==> config.mk <==
export PLATFORM = sky130hd
export DESIGN_NAME = einstein_keyboard
export DESIGN_NICKNAME = d
export VERILOG_FILES = /design/src/rtl/einstein_kbd_pkg.sv /design/src/rtl/einstein_kbd_map.sv /design/src/rtl/einstein_keyboard.sv
export SDC_FILE = /design/constraint.sdc
export NUM_CORES = 1
export LEC_CHECK = 0
export CAP_MARGIN = 0
export CORE_MARGIN = 2
export CORE_UTILIZATION = 40
export DETAILED_ROUTE_END_ITERATION = 8
export PLACE_DENSITY = 0.61
export RECOVER_POWER = 50
export SLEW_MARGIN = 20
export SYNTH_ARGS = -nofsm -noshare
export SYNTH_HDL_FRONTEND = slang
export SYNTH_SLANG_ARGS = --single-unit
export TNS_END_PERCENT = 30
==> constraint.sdc <==
create_clock -name clk_sys -period 2.9 [get_ports clk_sys]
set_input_delay 0.58 -clock clk_sys [delete_from_list [all_inputs] [get_ports clk_sys]]
set_output_delay 0.58 -clock clk_sys [all_outputs]
set_load 0.01 [all_outputs]
==> src/rtl/einstein_kbd_pkg.sv <==
// Shared types and constants for the Tatung Einstein keyboard adapter.
//   key_kind_t  : what a decoded PS/2 key does (matrix key or a modifier)
//   map_entry_t : decoded key kind plus matrix row/column
//   Sc*         : set-2 scancodes for the keys the adapter singles out
package einstein_kbd_pkg;

    typedef enum logic [2:0] {
        KindNone,
        KindMatrix,
        KindShiftL,
        KindShiftR,
        KindCtrl,
        KindGraph
    } key_kind_t;

    typedef struct packed {
        key_kind_t  kind;
        logic [2:0] row;
        logic [2:0] col;
    } map_entry_t;

    localparam logic [7:0] ScA      = 8'h1C;  // row 1, col 0
    localparam logic [7:0] ScQ      = 8'h15;  // row 0, col 0
    localparam logic [7:0] ScReturn = 8'h5A;  // row 6, col 7
    localparam logic [7:0] ScUp     = 8'h75;  // extended (E0): row 7, col 2
    localparam logic [7:0] ScShiftL = 8'h12;
    localparam logic [7:0] ScShiftR = 8'h59;
    localparam logic [7:0] ScCtrl   = 8'h14;
    localparam logic [7:0] ScGraph  = 8'h11;  // left ALT

    localparam map_entry_t EntryNone = '{kind: KindNone, row: 3'd0, col: 3'd0};

    function automatic map_entry_t mat(input int unsigned r, input int unsigned c);
        return '{kind: KindMatrix, row: 3'(r), col: 3'(c)};
    endfunction

endpackage

==> src/rtl/einstein_kbd_map.sv <==
// Registered lookup from a PS/2 key {ext, code} to its place on the Einstein keyboard.
//   clk_sys : system clock
//   key_i   : {extended (E0) flag, set-2 scancode}
//   entry_o : decoded kind/row/col, one cycle after key_i
module einstein_kbd_map
    import einstein_kbd_pkg::*;
(
    input  logic       clk_sys,
    input  logic [8:0] key_i,
    output map_entry_t entry_o
);

    map_entry_t entry_d;

    // Bit 8 of the case label is the E0 prefix, so 9'h175 (UP) never aliases 9'h075 (KP 8).
    always_comb begin
        entry_d = EntryNone;
        case (key_i)
            9'h015: entry_d = mat(0, 0);  9'h01D: entry_d = mat(0, 1);  // Q W
            9'h024: entry_d = mat(0, 2);  9'h02D: entry_d = mat(0, 3);  // E R
            9'h02C: entry_d = mat(0, 4);  9'h035: entry_d = mat(0, 5);  // T Y
            9'h03C: entry_d = mat(0, 6);  9'h043: entry_d = mat(0, 7);  // U I
            9'h01C: entry_d = mat(1, 0);  9'h01B: entry_d = mat(1, 1);  // A S
            9'h023: entry_d = mat(1, 2);  9'h02B: entry_d = mat(1, 3);  // D F
            9'h034: entry_d = mat(1, 4);  9'h033: entry_d = mat(1, 5);  // G H
            9'h03B: entry_d = mat(1, 6);  9'h042: entry_d = mat(1, 7);  // J K
            9'h01A: entry_d = mat(2, 0);  9'h022: entry_d = mat(2, 1);  // Z X
            9'h021: entry_d = mat(2, 2);  9'h02A: entry_d = mat(2, 3);  // C V
            9'h032: entry_d = mat(2, 4);  9'h031: entry_d = mat(2, 5);  // B N
            9'h03A: entry_d = mat(2, 6);  9'h04B: entry_d = mat(2, 7);  // M L
            9'h016: entry_d = mat(3, 0);  9'h01E: entry_d = mat(3, 1);  // 1 2
            9'h026: entry_d = mat(3, 2);  9'h025: entry_d = mat(3, 3);  // 3 4
            9'h02E: entry_d = mat(3, 4);  9'h036: entry_d = mat(3, 5);  // 5 6
            9'h03D: entry_d = mat(3, 6);  9'h03E: entry_d = mat(3, 7);  // 7 8
            9'h046: entry_d = mat(4, 0);  9'h045: entry_d = mat(4, 1);  // 9 0
            9'h04E: entry_d = mat(4, 2);  9'h055: entry_d = mat(4, 3);  // - =
            9'h044: entry_d = mat(4, 4);  9'h04D: entry_d = mat(4, 5);  // O P
            9'h054: entry_d = mat(4, 6);  9'h05B: entry_d = mat(4, 7);  // [ ]
            9'h04C: entry_d = mat(5, 0);  9'h052: entry_d = mat(5, 1);  // ; '
            9'h041: entry_d = mat(5, 2);  9'h049: entry_d = mat(5, 3);  // , .
            9'h04A: entry_d = mat(5, 4);  9'h05D: entry_d = mat(5, 5);  // / backslash
            9'h00E: entry_d = mat(5, 6);  9'h029: entry_d = mat(5, 7);  // ` SPACE
            9'h076: entry_d = mat(6, 0);  9'h00D: entry_d = mat(6, 1);  // ESC TAB
            9'h066: entry_d = mat(6, 2);  9'h005: entry_d = mat(6, 3);  // BKSP F1
            9'h006: entry_d = mat(6, 4);  9'h004: entry_d = mat(6, 5);  // F2 F3
            9'h058: entry_d = mat(6, 6);  9'h05A: entry_d = mat(6, 7);  // CAPS RETURN
            9'h16B: entry_d = mat(7, 0);  9'h174: entry_d = mat(7, 1);  // LEFT RIGHT
            9'h175: entry_d = mat(7, 2);  9'h172: entry_d = mat(7, 3);  // UP DOWN
            9'h170: entry_d = mat(7, 4);  9'h171: entry_d = mat(7, 5);  // INS DEL
            9'h16C: entry_d = mat(7, 6);  9'h00C: entry_d = mat(7, 7);  // HOME F4
            9'h012: entry_d.kind = KindShiftL;
            9'h059: entry_d.kind = KindShiftR;
            9'h014: entry_d.kind = KindCtrl;
            9'h114: entry_d.kind = KindCtrl;   // right CTRL
            9'h011: entry_d.kind = KindGraph;
            default: entry_d = EntryNone;
        endcase
    end

    always_ff @(posedge clk_sys) begin
        entry_o <= entry_d;
    end

endmodule

==> src/rtl/einstein_keyboard.sv <==
// PS/2 key events to Tatung Einstein 8x8 keyboard matrix, modifiers and key-down strobe.
//   clk_sys, reset : system clock, synchronous active-high reset
//   ps2_key        : [10] toggle per event, [9] make, [8] E0, [7:0] scancode
//   release_all    : one-cycle pulse dropping every held key and modifier
//   kb_row         : active-low row select (from PSG port A)
//   kb_col         : active-low column data (to PSG port B), combinational from kb_row
//   kb_shift/ctrl/graph : active-low modifier lines
//   kb_down        : high while a matrix key is held, low gap on each new press
module einstein_keyboard
    import einstein_kbd_pkg::*;
#(
    parameter int unsigned GAP_CYCLES = 4
) (
    input  logic        clk_sys,
    input  logic        reset,
    input  logic [10:0] ps2_key,
    input  logic        release_all,
    input  logic [7:0]  kb_row,
    output logic [7:0]  kb_col,
    output logic        kb_shift,
    output logic        kb_ctrl,
    output logic        kb_graph,
    output logic        kb_down
);

    localparam int unsigned   GapW    = (GAP_CYCLES < 1) ? 1 : $clog2(GAP_CYCLES + 1);
    localparam logic [GapW-1:0] GapLoad = GapW'(GAP_CYCLES);

    // S0: event capture
    logic       prev_tog_q, prev_tog_d;
    logic       s0_valid_q, s0_valid_d;
    logic [9:0] s0_key_q, s0_key_d;  // {make, ext, code}
    // S1: lookup result (entry registered inside the map)
    logic       s1_valid_q, s1_valid_d;
    logic       s1_make_q, s1_make_d;
    map_entry_t s1_entry;
    // S2: keyboard state
    logic [7:0][7:0] key_mat_q, key_mat_d;
    logic            shift_l_q, shift_l_d, shift_r_q, shift_r_d;
    logic            ctrl_q, ctrl_d, graph_q, graph_d;
    logic [GapW-1:0] gap_cnt_q, gap_cnt_d;
    logic            kb_down_q, kb_down_d;

    einstein_kbd_map u_map (
        .clk_sys (clk_sys),
        .key_i   (s0_key_q[8:0]),
        .entry_o (s1_entry)
    );

    always_comb begin
        prev_tog_d = ps2_key[10];
        s0_valid_d = ps2_key[10] != prev_tog_q;
        s0_key_d   = ps2_key[9:0];
        s1_valid_d = s0_valid_q;
        s1_make_d  = s0_key_q[9];
    end

    always_comb begin
        key_mat_d = key_mat_q;
        shift_l_d = shift_l_q;
        shift_r_d = shift_r_q;
        ctrl_d    = ctrl_q;
        graph_d   = graph_q;
        gap_cnt_d = (gap_cnt_q != '0) ? gap_cnt_q - GapW'(1) : '0;
        if (release_all) begin
            key_mat_d = '0;
            shift_l_d = 1'b0;
            shift_r_d = 1'b0;
            ctrl_d    = 1'b0;
            graph_d   = 1'b0;
            gap_cnt_d = '0;
        end else if (s1_valid_q) begin
            unique case (s1_entry.kind)
                KindMatrix: begin
                    // Only a fresh press restarts the gap; typematic repeats do not.
                    if (s1_make_q && !key_mat_q[s1_entry.row][s1_entry.col]) begin
                        gap_cnt_d = GapLoad;
                    end
                    key_mat_d[s1_entry.row][s1_entry.col] = s1_make_q;
                end
                KindShiftL: shift_l_d = s1_make_q;
                KindShiftR: shift_r_d = s1_make_q;
                KindCtrl:   ctrl_d    = s1_make_q;
                KindGraph:  graph_d   = s1_make_q;
                default: ;
            endcase
        end
        kb_down_d = (|key_mat_d) && (gap_cnt_d == '0);
    end

    always_ff @(posedge clk_sys) begin
        if (reset) begin
            prev_tog_q <= ps2_key[10];  // no spurious event straight after reset
            s0_valid_q <= 1'b0;
            s0_key_q   <= '0;
            s1_valid_q <= 1'b0;
            s1_make_q  <= 1'b0;
            key_mat_q  <= '0;
            shift_l_q  <= 1'b0;
            shift_r_q  <= 1'b0;
            ctrl_q     <= 1'b0;
            graph_q    <= 1'b0;
            gap_cnt_q  <= '0;
            kb_down_q  <= 1'b0;
        end else begin
            prev_tog_q <= prev_tog_d;
            s0_valid_q <= s0_valid_d;
            s0_key_q   <= s0_key_d;
            s1_valid_q <= s1_valid_d;
            s1_make_q  <= s1_make_d;
            key_mat_q  <= key_mat_d;
            shift_l_q  <= shift_l_d;
            shift_r_q  <= shift_r_d;
            ctrl_q     <= ctrl_d;
            graph_q    <= graph_d;
            gap_cnt_q  <= gap_cnt_d;
            kb_down_q  <= kb_down_d;
        end
    end

    // A column reads low if any selected (low) row has a pressed key in it.
    always_comb begin
        kb_col = 8'hFF;
        for (int r = 0; r < 8; r++) begin
            if (!kb_row[r]) begin
                kb_col = kb_col & ~key_mat_q[r];
            end
        end
    end

    assign kb_shift = ~(shift_l_q | shift_r_q);
    assign kb_ctrl  = ~ctrl_q;
    assign kb_graph = ~graph_q;
    assign kb_down  = kb_down_q;

endmodule

---- Word level (Yosys, flattened, before mapping) ----
Cells that the tools add are included.
storage, ports and cells
  flip-flop bits (word level) ............. 95
  word-level logic and storage cells ...... 163
  output and inout port bits .............. 12
cells by class
  muxes and demuxes ....................... 27
  bitwise logic cells ..................... 19
  order comparisons ....................... 4
  eq/ne operators ......................... 75
  add/sub/neg operators ................... 1
  reduce and logical (&&, ||, !) cells .... 15
operator list
  cell                                                                          count
  6-bit case mux with 63 select lines                                           1
  9-bit by 6-bit == test with 1-bit output, second input constant               23
  9-bit by 7-bit == test with 1-bit output, second input constant               22
  64-bit 2-to-1 mux                                                             3
  64-bit OR reduction                                                           2
  9-bit by 5-bit == test with 1-bit output, second input constant               10
  8-bit 2-to-1 mux                                                              10
  9-bit == test, second input constant                                          8
  64-bit bitwise mux                                                            1
  8-bit inverter                                                                8
  8-bit AND                                                                     7
  9-bit by 3-bit == test with 1-bit output, second input constant               3
  9-bit by 4-bit == test with 1-bit output, second input constant               3
  8-bit binary-select mux with 3-bit select                                     1
  8-bit demux with 3-bit select                                                 1
  3-bit 2-to-1 mux                                                              5
  3-bit case mux with 5 select lines                                            1
  3-bit by 4-bit less-than comparator with 1-bit output, second input constant  2
  2-bit AND reduction                                                           4
  3-bit by 2-bit == test with 1-bit output, second input constant               2
  3-bit == test, second input constant                                          2
  3-bit by 1-bit >= comparator with 1-bit output, second input constant         2
  1-bit logical AND                                                             4
  2-bit OR reduction                                                            2
  other kinds (11)                                                              14

---- Longest topological paths before layout ----
  depth after elaboration ................. 16
  gate-level depth with buffers ........... 11
  depth with buffers taken out ............ 7

---- Hierarchy ----
From an unflattened synthesis, not the netlist that was laid out.
second synthesis, totals
  cell total of the unflattened synthesis .. 922
  area total of the unflattened synthesis .. 6,785.3 um2
by module, submodules not included
  module             cells an instance  times used  area an instance (um2)
  einstein_keyboard  710                1           5,415.2
  einstein_kbd_map   212                1           1,370.1

---- Least setup slack after synthesis ----
Ideal clock, no wire load.
  path type ............................... reg-to-reg
  start point ............................. register u_map.entry_o[3] (netlist name)
  end point ............................... register kb_down_q, in the netlist kb_down
  arrival ................................. 2.121 ns
  path slack .............................. 0.645 ns
  required time ........................... 2.766 ns
  stages on the path, launching flop included .. 10
  path buffers ............................ 2
  path through ............................ dfxtp_1 > buf_6 > buf_6 > or3_4 > o31ai_1 > o2111ai_1 > nor4_1 > nand3_1 > o41ai_2 > a22oi_1
on the way
  longest elaborated chain between the ends .. 12
  elaborated cells between the ends (all ways) .. 22
ends and longest elaborated chain
  element                                    line                      text
  from (decl)                                einstein_kbd_map.sv:10    output map_entry_t entry_o
  from (signal assigned)                     einstein_kbd_map.sv:61    entry_o <= entry_d;
  8-bit binary-select mux with 3-bit select  einstein_keyboard.sv:76   if (s1_make_q && !key_mat_q[s1_entry.row][s1_entry.col]) begin
  8-bit 2-to-1 mux (not written as such)     einstein_keyboard.sv:76
  1-bit binary-select mux with 3-bit select  einstein_keyboard.sv:76
  1-bit 2-to-1 mux (not written as such)     einstein_keyboard.sv:76
  1-bit zero test                            einstein_keyboard.sv:76
  1-bit logical AND                          einstein_keyboard.sv:76
  3-bit 2-to-1 mux                           einstein_keyboard.sv:76
  3-bit 2-to-1 mux                           einstein_keyboard.sv:73   unique case (s1_entry.kind)
  3-bit 2-to-1 mux                           einstein_keyboard.sv:72   end else if (s1_valid_q) begin
  3-bit 2-to-1 mux                           einstein_keyboard.sv:65   if (release_all) begin
  3-bit zero test                            einstein_keyboard.sv:88   kb_down_d = (|key_mat_d) && (gap_cnt_d == '0);
  1-bit logical AND (*)                      einstein_keyboard.sv:88
  to (signal assigned)                       einstein_keyboard.sv:117  kb_down_q <= kb_down_d;
  to (decl)                                  einstein_keyboard.sv:42   logic kb_down_q, kb_down_d;
Every way passes the cells marked *; elsewhere a longest branch is shown, timed or not. The select of a mux whose other input is x is not followed.
A chain may end at the register's enable or synchronous reset.

---- Final worst setup path ----
  start point ............................. input kb_row[3]
  end point ............................... output kb_col[7]
on the way
  longest elaborated chain between the ends .. 9
ends and longest elaborated chain
  element               line                      text
  from (decl)           einstein_keyboard.sv:18   input logic [7:0] kb_row,
  8-bit 2-to-1 mux (*)  einstein_keyboard.sv:125  if (!kb_row[r]) begin
  8-bit AND             einstein_keyboard.sv:126  kb_col = kb_col & ~key_mat_q[r];
  8-bit 2-to-1 mux (*)  einstein_keyboard.sv:125
  8-bit AND             einstein_keyboard.sv:126
  8-bit 2-to-1 mux (*)  einstein_keyboard.sv:125
  8-bit AND             einstein_keyboard.sv:126
  8-bit 2-to-1 mux (*)  einstein_keyboard.sv:125
  8-bit AND             einstein_keyboard.sv:126
  8-bit 2-to-1 mux (*)  einstein_keyboard.sv:125
  to (decl)             einstein_keyboard.sv:19   output logic [7:0] kb_col,
Every way passes the cells marked *; elsewhere a longest branch is shown, timed or not.

==> results.json <==
{
  "drc": 0,
  "ir_drop_mv": 0.341,
  "seq_area_frac_synth_pct": 28.1,
  "cts_root_buffer": "clkbuf_16",
  "vias": 7413,
  "hp-class": "flop to flop",
  "powerDensity_mw_per_mm2": 399,
  "crit_type": "input port to primary output",
  "pre_cts_slack_ns": -0.312,
  "post-route-cell-area_sq_mm": 0.00819,
  "synth_fp_nets": 909,
  "critPathMaxFanout": 8,
  "synthCells": 885,
  "maxSlewViolCount": 0,
  "antenna_found_initial": 0,
  "ant_nets": 0,
  "crit_path_end_kind": "primary output",
  "grt-ovfl-total": 0,
  "fin_tns_setup_ns": 0,
  "clkSlewWorstSetupHoldPaths_ns": 0.06,
  "ff_latch_area_sq_mm": 0.00191,
  "cts_setup_buffers": 0,
  "cts_made_buffers": 9,
  "multiInputGateArea_sq_mm": 0.00423,
  "required_ns": 2.32,
  "syn_area_sq_mm": 0.00677,
  "setup_ws_ns": 0.0709,
  "whs_ns": 0.443,
  "fillers": 1664,
  "max_cap_viol_count": 0,
  "most-common-layout-cells": "nor2_1 (106), dfxtp_1 (91), buf_4 (81)",
  "dpl.hpwl_um": 18400,
  "grt_max_degree": 45,
  "clk_latency_ns": 0.37,
  "pin_count": 34,
  "ys_ff_latch": 95,
  "die_w_um": 134,
  "crit_arrival_ns": 2.25,
  "leakage_uw": 0.00284,
  "min_path_cells": 1,
  "synth_flop_cell": "dfxtp_1",
  "avgSynthCellArea_sq_um": 7.65,
  "n_antenna_cell": 0,
  "skew_ns": 0.0115,
  "critPathLaunchType": "input port",
  "syn_to_final_growth_pct": 20.9,
  "clock_sinks": 95,
  "wirelength_um": 25000,
  "via_per_inst": 6.36,
  "rows": 47,
  "grt_pass1_vias": 6778,
  "setup_violations": 0,
  "synthDistinctLibCells": 84,
  "ctsHtreeMaxLevel": 3,
  "dpl_cell_area_sq_mm": 0.00781,
  "drt_pre_antenna_iters": 6,
  "r2r_cells": 8,
  "period_share_pct": 97.6,
  "grt_pass1_wl_um": 38900,
  "wire_per_inst_um": 21.4,
  "tightest_slew_ns": 1.37,
  "die_height_um": 134,
  "drtIter0Drc": 1245,
  "final_hold_viol_count": 0,
  "async_flop_share_pct": 0,
  "gp_congestion": 0.989,
  "rsz0062_at_grt": "no",
  "fp.dieArea_sq_mm": 0.0180,
  "status": "completed",
  "io_buffers": 33,
  "cts_hold_buf": 0,
  "clock_path_buffers": 2,
  "coreArea_sq_mm": 0.0166,
  "cts_tree": "built",
  "yosysWarnings": 0,
  "synth-edff-count": 0,
  "fin_nets": 965,
  "drive_above_1_share_pct": 16.5,
  "grt_use_total_pct": 27.8,
  "fin_crit_ns": 2.83,
  "relSlewSlack_pct": 8.80,
  "final_common_cell": "nor2_1",
  "start_util_pct": 40.8,
  "fmax_ghz": 0.353
}
[through the flow]
stage          total power [uW]  instances  utilization, %
6_report                   3270       1166            49.4
5_1_grt                    3380       1166            49.4
4_1_cts                    3280       1166            49.1
3_5_place_dp               1960       1150            47.1
3_3_place_gp               1960       1150            47.1
2_1_floorplan              1720        885               -
[timing repair]
action,CTS,global route
pin swaps,3,1
setup endpoints to repair,5,6
resized for setup,8,11
hold endpoints to repair,0,0
[per-layer routing]
layer / GRT usage (%) / part of all wire, % / wire (um) / up-vias
li1: - / - / - / 3349
met1: 39.0 / 42 / 10600 / 3454
met2: 41.7 / 43 / 10700 / 517
met3: 6.05 / 11 / 2780 / 93
met4: 10.9 / 3.7 / 931 / 0
met5: 0 / 0 / 0 / -
[final timing paths]
check	from	endpoint	slack (ns)
setup reg to reg	u_map.entry_o[3]$_DFF_P_	kb_down$_SDFF_PP0_	0.11
hold / removal	s0_key_q[9]$_SDFF_PP0_	s1_make_q$_SDFF_PP0_	0.44
hold reg to reg	s0_key_q[9]$_SDFF_PP0_	s1_make_q$_SDFF_PP0_	0.44
setup / recovery	kb_row[3]	kb_col[7]	0.07
[kinds of logic after synthesis]
logic type / Yosys count / synth area share [%]
fa+ha+maj: 2 / 0.369
compound gates: 223 / 22.0
flops: 95 / 28.1
xor+xnor: 6 / 0.776
buf+inv: 157 / 10.5
mux: 56 / 10.6
simple gates: 346 / 27.6
[state kept, by name (all words and copies together), names as in the netlist, 3 cells and up]
register / cells
key_mat_q: 64
s0_key_q: 10
u_map.entry_o: 9
gap_cnt_q: 3
[worst max-delay path: stages]
cell	delay (ns)
clkdlybuf4s50_1	0.50
buf_12	0.14
o22ai_1	0.09
nor4_2	0.48
buf_4	0.19
dlygate4sd2_1	0.26
[Yosys cell counts, types with 20 or more instances]
master    instances  share of area (%)
nand2_1          45                2.5
clkbuf_1         39                2.2
o22ai_1          44                4.1
nor3_1           34                2.5
a21oi_1          46                3.4
inv_1            74                4.1
nand3_1          28                2.1
nor2b_1          21                1.9
o21ai_0          20                1.5
dfxtp_1          95                 28
nor2_1          106                5.9
mux2i_1          40                5.9
a31oi_1          27                2.5
[layout make-up]
cell class | instances | area share (%)
repair buffers | 127 | 14.4
clock inverters | 6 | 1.12
multi-input cells | 633 | 51.6
well taps | 220 | 3.36
inverters | 75 | 3.44
flip-flops and latches | 95 | 23.3
clock buffers | 10 | 2.80
[report_power, final]
part	switching [uW]	internal (uW)	leakage (uW)
Sequential	52.5	1330	0.000772
Combinational	339	237	0.00191
Clock	553	762	0.000157
Total	944	2330	0.00284
No activity file was read; power rests on OpenSTA's default activity.
